### src/rtl/alu_stack_pkg.sv
// Shared types and constants for the ALU operand-stack sequencer.
//   cmd_kind_e : command encodings carried on cmd_kind
//   ALU_*      : opcodes understood by the team's 8-bit combinational ALU
//   state_e    : sequencer states (IDLE accepts commands, EXEC waits for ALU)
package alu_stack_pkg;

    typedef enum logic [1:0] {
        CMD_PUSH  = 2'd0,
        CMD_OP    = 2'd1,
        CMD_POP   = 2'd2,
        CMD_CLEAR = 2'd3
    } cmd_kind_e;

    localparam logic [2:0] ALU_ADD  = 3'd0;
    localparam logic [2:0] ALU_SUB  = 3'd1;
    localparam logic [2:0] ALU_AND  = 3'd2;
    localparam logic [2:0] ALU_OR   = 3'd3;
    localparam logic [2:0] ALU_NADD = 3'd4;
    localparam logic [2:0] ALU_NSUB = 3'd5;
    localparam logic [2:0] ALU_NAND = 3'd6;
    localparam logic [2:0] ALU_NOR  = 3'd7;

    typedef enum logic {
        ST_IDLE = 1'b0,
        ST_EXEC = 1'b1
    } state_e;

endpackage

### src/rtl/alu_stack_lifo.sv
// Operand LIFO for the ALU stack sequencer.
// Ports:
//   clk, rst_n   : clock, synchronous active-low reset (clears depth only)
//   push         : write wdata on top, depth+1 (ignored when full)
//   pop          : drop top entry, depth-1 (ignored when empty)
//   repl_pop     : overwrite next-on-stack with wdata and drop top (needs depth>=2)
//   clear        : depth=0
//   wdata        : data for push / repl_pop
//   depth        : entries in use
//   top, nos     : top-of-stack and next-on-stack, 0 when not present
module alu_stack_lifo #(
    parameter int DEPTH = 8,
    parameter int DW    = 8,
    parameter int PW    = $clog2(DEPTH + 1)
) (
    input  logic          clk,
    input  logic          rst_n,
    input  logic          push,
    input  logic          pop,
    input  logic          repl_pop,
    input  logic          clear,
    input  logic [DW-1:0] wdata,
    output logic [PW-1:0] depth,
    output logic [DW-1:0] top,
    output logic [DW-1:0] nos
);

    // Entry index width; depth itself needs one more code for "full".
    localparam int AW = (DEPTH > 1) ? $clog2(DEPTH) : 1;

    logic [DW-1:0] mem_r [DEPTH];
    logic [PW-1:0] depth_r;
    logic [PW-1:0] dm1_s;
    logic [PW-1:0] dm2_s;
    logic          can_push_s;
    logic          can_pop_s;
    logic          can_repl_s;
    logic [DW-1:0] top_s;
    logic [DW-1:0] nos_s;

    // Legality of each request and the read ports
    always_comb begin
        dm1_s      = depth_r - PW'(1);
        dm2_s      = depth_r - PW'(2);
        can_push_s = push && (depth_r < PW'(DEPTH));
        can_pop_s  = pop && (depth_r != PW'(0));
        can_repl_s = repl_pop && (depth_r >= PW'(2));
        if (depth_r != PW'(0)) begin
            top_s = mem_r[dm1_s[AW-1:0]];
        end else begin
            top_s = {DW{1'b0}};
        end
        if (depth_r >= PW'(2)) begin
            nos_s = mem_r[dm2_s[AW-1:0]];
        end else begin
            nos_s = {DW{1'b0}};
        end
    end

    // Storage: not reset; writes suppressed while reset is asserted so an
    // aborted operation never lands in the array
    always_ff @(posedge clk) begin
        if (rst_n && !clear && can_push_s) begin
            mem_r[depth_r[AW-1:0]] <= wdata;
        end else if (rst_n && !clear && can_repl_s) begin
            mem_r[dm2_s[AW-1:0]] <= wdata;
        end
    end

    // Depth pointer
    always_ff @(posedge clk) begin
        if (!rst_n) begin
            depth_r <= PW'(0);
        end else if (clear) begin
            depth_r <= PW'(0);
        end else if (can_push_s) begin
            depth_r <= depth_r + PW'(1);
        end else if (can_pop_s || can_repl_s) begin
            depth_r <= dm1_s;
        end else begin
            depth_r <= depth_r;
        end
    end

    assign depth = depth_r;
    assign top   = top_s;
    assign nos   = nos_s;

endmodule

### src/rtl/alu_stack_ctrl.sv
// Operand-stack sequencer in front of the 8-bit combinational ALU.
// Accepts PUSH/OP/POP/CLEAR over cmd_valid/cmd_ready, keeps operands in a
// LIFO, presents the two top entries to the ALU and writes the result back.
// Ports:
//   clk, rst_n          : clock, synchronous active-low reset
//   cmd_valid/cmd_ready : command handshake
//   cmd_kind            : 0 PUSH, 1 OP, 2 POP, 3 CLEAR
//   cmd_data, cmd_opc   : PUSH operand, OP opcode
//   alu_opc/alu_a/alu_b : registered ALU inputs (a = next-on-stack, b = top)
//   alu_y               : ALU result, sampled at the end of EXEC
//   top, depth          : top-of-stack (0 when empty), entries in use
//   busy                : OP in flight
//   err                 : sticky overflow/underflow, cleared by CLEAR/reset
module alu_stack_ctrl
    import alu_stack_pkg::*;
#(
    parameter int DEPTH = 8,
    parameter int DW    = 8
) (
    input  logic                         clk,
    input  logic                         rst_n,
    input  logic                         cmd_valid,
    output logic                         cmd_ready,
    input  logic [1:0]                   cmd_kind,
    input  logic [DW-1:0]                cmd_data,
    input  logic [2:0]                   cmd_opc,
    output logic [2:0]                   alu_opc,
    output logic [DW-1:0]                alu_a,
    output logic [DW-1:0]                alu_b,
    input  logic [DW-1:0]                alu_y,
    output logic [DW-1:0]                top,
    output logic [$clog2(DEPTH+1)-1:0]   depth,
    output logic                         busy,
    output logic                         err
);

    localparam int PW = $clog2(DEPTH + 1);

    state_e        state_r;
    state_e        state_nx_s;
    logic          err_r;
    logic          busy_r;
    logic [2:0]    alu_opc_r;
    logic [DW-1:0] alu_a_r;
    logic [DW-1:0] alu_b_r;

    logic          accept_s;
    logic          push_s;
    logic          pop_s;
    logic          repl_s;
    logic          clr_s;
    logic          err_set_s;
    logic          load_alu_s;
    logic [DW-1:0] wdata_s;
    logic [PW-1:0] depth_s;
    logic [DW-1:0] top_s;
    logic [DW-1:0] nos_s;

    alu_stack_lifo #(
        .DEPTH (DEPTH),
        .DW    (DW),
        .PW    (PW)
    ) u_lifo (
        .clk      (clk),
        .rst_n    (rst_n),
        .push     (push_s),
        .pop      (pop_s),
        .repl_pop (repl_s),
        .clear    (clr_s),
        .wdata    (wdata_s),
        .depth    (depth_s),
        .top      (top_s),
        .nos      (nos_s)
    );

    // Ready is gated by reset so nothing is accepted while rst_n is low
    assign cmd_ready = (state_r == ST_IDLE) && rst_n;
    assign accept_s  = cmd_valid && cmd_ready;

    // Next-state and stack-control decode
    always_comb begin
        state_nx_s = state_r;
        push_s     = 1'b0;
        pop_s      = 1'b0;
        repl_s     = 1'b0;
        clr_s      = 1'b0;
        err_set_s  = 1'b0;
        load_alu_s = 1'b0;
        wdata_s    = cmd_data;
        case (state_r)
            ST_IDLE: begin
                if (accept_s) begin
                    case (cmd_kind_e'(cmd_kind))
                        CMD_PUSH: begin
                            if (depth_s < PW'(DEPTH)) begin
                                push_s = 1'b1;
                            end else begin
                                err_set_s = 1'b1;
                            end
                        end
                        CMD_POP: begin
                            if (depth_s != PW'(0)) begin
                                pop_s = 1'b1;
                            end else begin
                                err_set_s = 1'b1;
                            end
                        end
                        CMD_CLEAR: begin
                            clr_s = 1'b1;
                        end
                        CMD_OP: begin
                            if (depth_s >= PW'(2)) begin
                                load_alu_s = 1'b1;
                                state_nx_s = ST_EXEC;
                            end else begin
                                err_set_s = 1'b1;
                            end
                        end
                        default: begin
                            state_nx_s = ST_IDLE;
                        end
                    endcase
                end else begin
                    state_nx_s = ST_IDLE;
                end
            end
            ST_EXEC: begin
                // Result replaces next-on-stack; top operand is consumed
                repl_s     = 1'b1;
                wdata_s    = alu_y;
                state_nx_s = ST_IDLE;
            end
            default: begin
                state_nx_s = ST_IDLE;
            end
        endcase
    end

    // State, sticky error, busy flag and ALU input registers
    always_ff @(posedge clk) begin
        if (!rst_n) begin
            state_r   <= ST_IDLE;
            err_r     <= 1'b0;
            busy_r    <= 1'b0;
            alu_opc_r <= 3'd0;
            alu_a_r   <= {DW{1'b0}};
            alu_b_r   <= {DW{1'b0}};
        end else begin
            state_r <= state_nx_s;
            busy_r  <= (state_nx_s == ST_EXEC);
            if (clr_s) begin
                err_r <= 1'b0;
            end else if (err_set_s) begin
                err_r <= 1'b1;
            end else begin
                err_r <= err_r;
            end
            if (load_alu_s) begin
                alu_opc_r <= cmd_opc;
                alu_a_r   <= nos_s;
                alu_b_r   <= top_s;
            end else begin
                alu_opc_r <= alu_opc_r;
                alu_a_r   <= alu_a_r;
                alu_b_r   <= alu_b_r;
            end
        end
    end

    assign alu_opc = alu_opc_r;
    assign alu_a   = alu_a_r;
    assign alu_b   = alu_b_r;
    assign top     = top_s;
    assign depth   = depth_s;
    assign busy    = busy_r;
    assign err     = err_r;

endmodule

### config.mk
export PLATFORM = sky130hd
export DESIGN_NAME = alu_stack_ctrl
export DESIGN_NICKNAME = d
export VERILOG_FILES = /design/src/rtl/alu_stack_pkg.sv /design/src/rtl/alu_stack_lifo.sv /design/src/rtl/alu_stack_ctrl.sv
export SDC_FILE = /design/constraint.sdc
export NUM_CORES = 1
export LEC_CHECK = 0
export BUFFER_PORTS_ARGS = -buffer_cell sky130_fd_sc_hd__buf_4
export CORE_MARGIN = 1.5
export CORE_UTILIZATION = 38
export CTS_CLUSTER_SIZE = 24
export DETAILED_ROUTE_END_ITERATION = 7
export MAX_ROUTING_LAYER = met4
export PLACE_DENSITY_LB_ADDON = 0.3
export SYNTH_ARGS = -nofsm -noshare
export SYNTH_HDL_FRONTEND = slang
export SYNTH_SLANG_ARGS = --single-unit
### constraint.sdc
create_clock -name clk -period 5.7 [get_ports clk]
set_input_delay 1.425 -clock clk [delete_from_list [all_inputs] [get_ports clk]]
set_output_delay 1.425 -clock clk [all_outputs]
set_load 0.005 [all_outputs]
==> impl_summary.log <==
[metrics] CP Launch Point: u_lifo.depth[0]$_SDFFE_PP0P_
[metrics] top cells by count, synth: sky130_fd_sc_hd__edfxtp_1, sky130_fd_sc_hd__mux2i_1, sky130_fd_sc_hd__dfxtp_1, sky130_fd_sc_hd__mux2_2, sky130_fd_sc_hd__nand2_1
[metrics] leakage power total: about 2.0 nW
[metrics] FF/Latch Area: between 0.002 and 0.0025 mm²
[metrics] Worst Tran Pin Value: slightly above 1 ns
[metrics] # Post-CTS Setup Buffers: 0
[metrics] # H-tree levels: 3
[metrics] Synthesized Nets: 354
[metrics] violations in the final reports: design-rule violations
[metrics] IR Drop Worst-Case VDD: around 0.00026 V
[metrics] crit share post-route: approximately 85%
[metrics] HPWL after DPL: 7.57 mm
[metrics] DRC violation count after routing: 6
[metrics] critical register-to-register path startpoint: u_lifo.depth[2]$_SDFFE_PP0P_
[metrics] Netlist Area Pre-Place: 0.00455 mm²
[metrics] filler-free cell count of the finished design: about 520
[metrics] share of final-layout standard cells stronger than drive strength 1: between 30 and 40%
[metrics] most instantiated library cell after synthesis: sky130_fd_sc_hd__edfxtp_1
[metrics] flip-flop and latch count after synthesis: 89
[metrics] data arrival time of the critical path: between 3 and 4 ns
[metrics] Slew Viols, Final: 0
[metrics] CP Max Fanout: 33
[metrics] min Tclk post-route: ~4.8 ns
[metrics] total routing usage reported by global routing: 19.6%
[metrics] total global routing overflow: 0
[metrics] Internal Pwr Total: around 0.0012 W
[metrics] data required time of the worst path: 4.28 ns
[metrics] Unique masters post-synth: 48
[metrics] overall routed net length: ~11 mm
[metrics] footprint of the multi-input gates: slightly below 0.002 mm²
[metrics] Max clock buf depth: 2
[metrics] number of buffers added by the clock tree synthesis step: 9
[metrics] final antenna-violating net count: 0
[metrics] cell count after synthesis: 324
[metrics] kind of critical path: reg -> out
[metrics] clock-pin slew on the worst setup and hold paths: about 0.070 ns
[metrics] endpoint kind of the worst setup timing path: output pin
[metrics] setup repair after global routing missed its margin: no
[metrics] maximum number of pins on one net before global-route repair: 34
[metrics] final count of negative-setup-slack endpoints: 0
[metrics] nets: 406
[metrics] portion of the post-synthesis area used by sequential elements: between 50% and 60%
[metrics] Layout Utilization: between 40% and 50%
[metrics] Worst Skew: about 0.007 ns
[metrics] net load switching power: around 0.00034 W
[metrics] combinational fraction of design power: between 10 and 15%
[metrics] capture endpoint of the worst hold path: alu_a[4]$_SDFFE_PN0P_
[metrics] Die X: around 110 µm
[metrics] insertion delay of the later-clocked pin in the worst-skew pair: about 0.34 ns
[metrics] most instantiated flip-flop cell in the synthesis netlist: sky130_fd_sc_hd__edfxtp_1
[metrics] Crit Reg-Reg Endpoint: u_lifo.mem_r[7][1]$_DFFE_PP_
[metrics] count of vias placed by the detailed router: between 2000 and 3000
[metrics] post-route cell area: roughly 0.0054 mm²
[metrics] share of flip-flops with an asynchronous set or reset after synthesis: 0%
[metrics] startpoint of the lowest-slack hold path: alu_a[4]$_SDFFE_PN0P_
[metrics] Ant. Diodes: 0
[metrics] Setup Total Neg Slack: 0 ns
[metrics] number of antenna violations at the first check in global routing: 0
[metrics] dominant cell type by area after synthesis: sky130_fd_sc_hd__edfxtp_1
[metrics] CTS root buffer: sky130_fd_sc_hd__clkbuf_16
[metrics] Max-Slew Margin vs Limit: about a third
[metrics] Filler Cell Count: roughly 1000
[metrics] total die area: ~0.013 mm²
[metrics] num rows: 39
[metrics] maximum clock frequency: 207 MHz
[metrics] 1st-iter DRT viols: 243
[metrics] R2R cell count: 7
[metrics] number of global-route vias before repair: approximately 3000
[metrics] hold buffer count at cts: 0
[metrics] maximum capacitance violations: 0
[metrics] drt pass-1 iters: 8
[metrics] outcome: complete, but fails checks
[metrics] first-pass GRT wire length: 17.6 mm
[metrics] area overhead of the layout relative to synthesis: 18.7%
[metrics] number of synthesized flops with an enable pin: 64
[metrics] part of the total power dissipated in sequential elements: about 47%
[metrics] portion of synthesized cell area occupied by the leading cell type: a little over two fifths
[metrics] Cells on Worst Hold Path: 2
[metrics] mean area per synthesized cell: approximately 14 µm²
[metrics] Switching Fraction: between 20% and 30%
[metrics] PwrDens: roughly 280 mW/mm²
[metrics] setup slack, reg-to-reg: ~2.3 ns
[metrics] number of vias per cell: 5.71
[metrics] Gates resized, CTS repair: 0
[metrics] DP Area: between 0.005 and 0.006 mm²
[metrics] Port Buf Inserts: 57
[metrics] number of hold violations in the final report: 0
[metrics] placed insts: 508
[metrics] clock tree from TritonCTS: built
[metrics] warning count from the yosys run: 0
[metrics] chip height: 112 µm
[metrics] power share of the clock group: a little over two fifths
[metrics] Area contributors post-synth: sky130_fd_sc_hd__edfxtp_1, sky130_fd_sc_hd__dfxtp_1, sky130_fd_sc_hd__mux4_2
[metrics] worst setup slack before clock tree synthesis: 1.19 ns
[metrics] Final WS setup: between 0.8 and 0.9 ns
[metrics] average detailed-routed wire length per instance: around 22 µm
[metrics] type of the tightest min-delay check: reg -> reg
[metrics] initial core utilization: between 30 and 40%
[metrics] core area: 0.0116 mm²
[metrics] startpoint type of the worst setup path: flip-flop
[metrics] final weighted congestion in routability-driven placement: slightly below 0.8
[metrics] clock tree sinks: 89
[metrics] count of pins on the block boundary: slightly below 60
## metrics by stage
step	hold slack [ns]	total power [W]
floorplan	0.445	0.000838
global placement	0.443	0.000887
detailed placement	0.447	0.000890
CTS	0.457	0.00153
global route	0.477	0.00157
finish	0.454	0.00152
## area by class of cell
| type | instances | area share, % |
|---|---|---|
| flip-flops and latches | 89 | 44.8 |
| multi-input cells | 207 | 36.7 |
| repair buffers | 61 | 8.47 |
| clock buffers | 10 | 4.42 |
| well taps | 143 | 3.31 |
| clock inverters | 6 | 1.69 |
| inverters | 8 | 0.556 |
## critical path, stage by stage, from the launching register on
cell                      delay (ns)
sky130_fd_sc_hd__dfxtp_2        0.94
sky130_fd_sc_hd__inv_1          0.20
sky130_fd_sc_hd__ha_1           0.34
sky130_fd_sc_hd__buf_4          0.44
sky130_fd_sc_hd__mux2_2         0.28
sky130_fd_sc_hd__o22ai_1        0.08
sky130_fd_sc_hd__a221o_1        0.27
sky130_fd_sc_hd__mux2i_1        0.31
sky130_fd_sc_hd__buf_4          0.18
## power groups by stage
stage,Clock [W],Sequential (W),Combinational (W)
after floorplan,0,0.000715,0.000123
final,0.000641,0.000707,0.000169
after global placement,0,0.000721,0.000166
after global routing,0.000678,0.000708,0.000183
after CTS,0.000649,0.000708,0.000169
after detailed placement,0,0.000722,0.000169
## cell families (layout without fill, tap and decap cells)
logic type / count (synthesis) / in the layout / synth area share, %
AND/OR/NAND/NOR: 55 / 55 / 6.71
multiplexers: 76 / 76 / 21.8
buffers and inverters: 28 / 85 / 3.79
AO/OA/AOI/OAI: 68 / 68 / 12.5
flip-flops: 89 / 89 / 53.2
adder cells (fa/ha/maj): 6 / 6 / 1.65
XOR/XNOR: 2 / 2 / 0.385
## placed cells by master, fill, tap and decap left out, drive strengths merged, types with 2 or more instances in the layout
cell type and count:
a21o 2, a21oi 7, a221o 8, a221oi 8, a22o 8, a31oi 2
and3 2, buf 61, bufinv 2, clkbuf 10, clkinvlp 3, dfxtp 25
edfxtp 64, ha 6, inv 8, mux2 25, mux2i 35, mux4 16
nand2 21, nand2b 2, nand3 2, nand3b 3, nand4 2, nor2 8
nor2b 3, nor3 3, nor4 4, o21ai 10, o22ai 16, xnor2 2
## how the worst max path moves through the flow
stage                  end  slack (ns)  cells after the start
finish              top[1]        0.86                      8
global placement    top[1]        1.28                      8
global route        top[1]        0.56                      8
detailed placement  top[1]        1.19                      8
CTS                 top[1]        0.82                      8
floorplan           top[6]        2.01                     11
## state kept, by name, summed over array words and instances (netlist names)
register      flops
alu_a             8
alu_b             8
alu_opc           3
busy              1
err               1
u_lifo.depth      4
u_lifo.mem_r     64
## routing by layer
| metal | track usage [%] | up-vias | part of all wire [%] |
|---|---|---|---|
| met5 | - | - | 0 |
| met2 | 29.2 | 115 | 45 |
| met4 | 4.64 | 0 | 0.78 |
| met1 | 27.3 | 1458 | 46 |
| met3 | 4.48 | 9 | 8.0 |
| li1 | - | 1410 | - |
No activity file was read; power rests on OpenSTA's default activity.
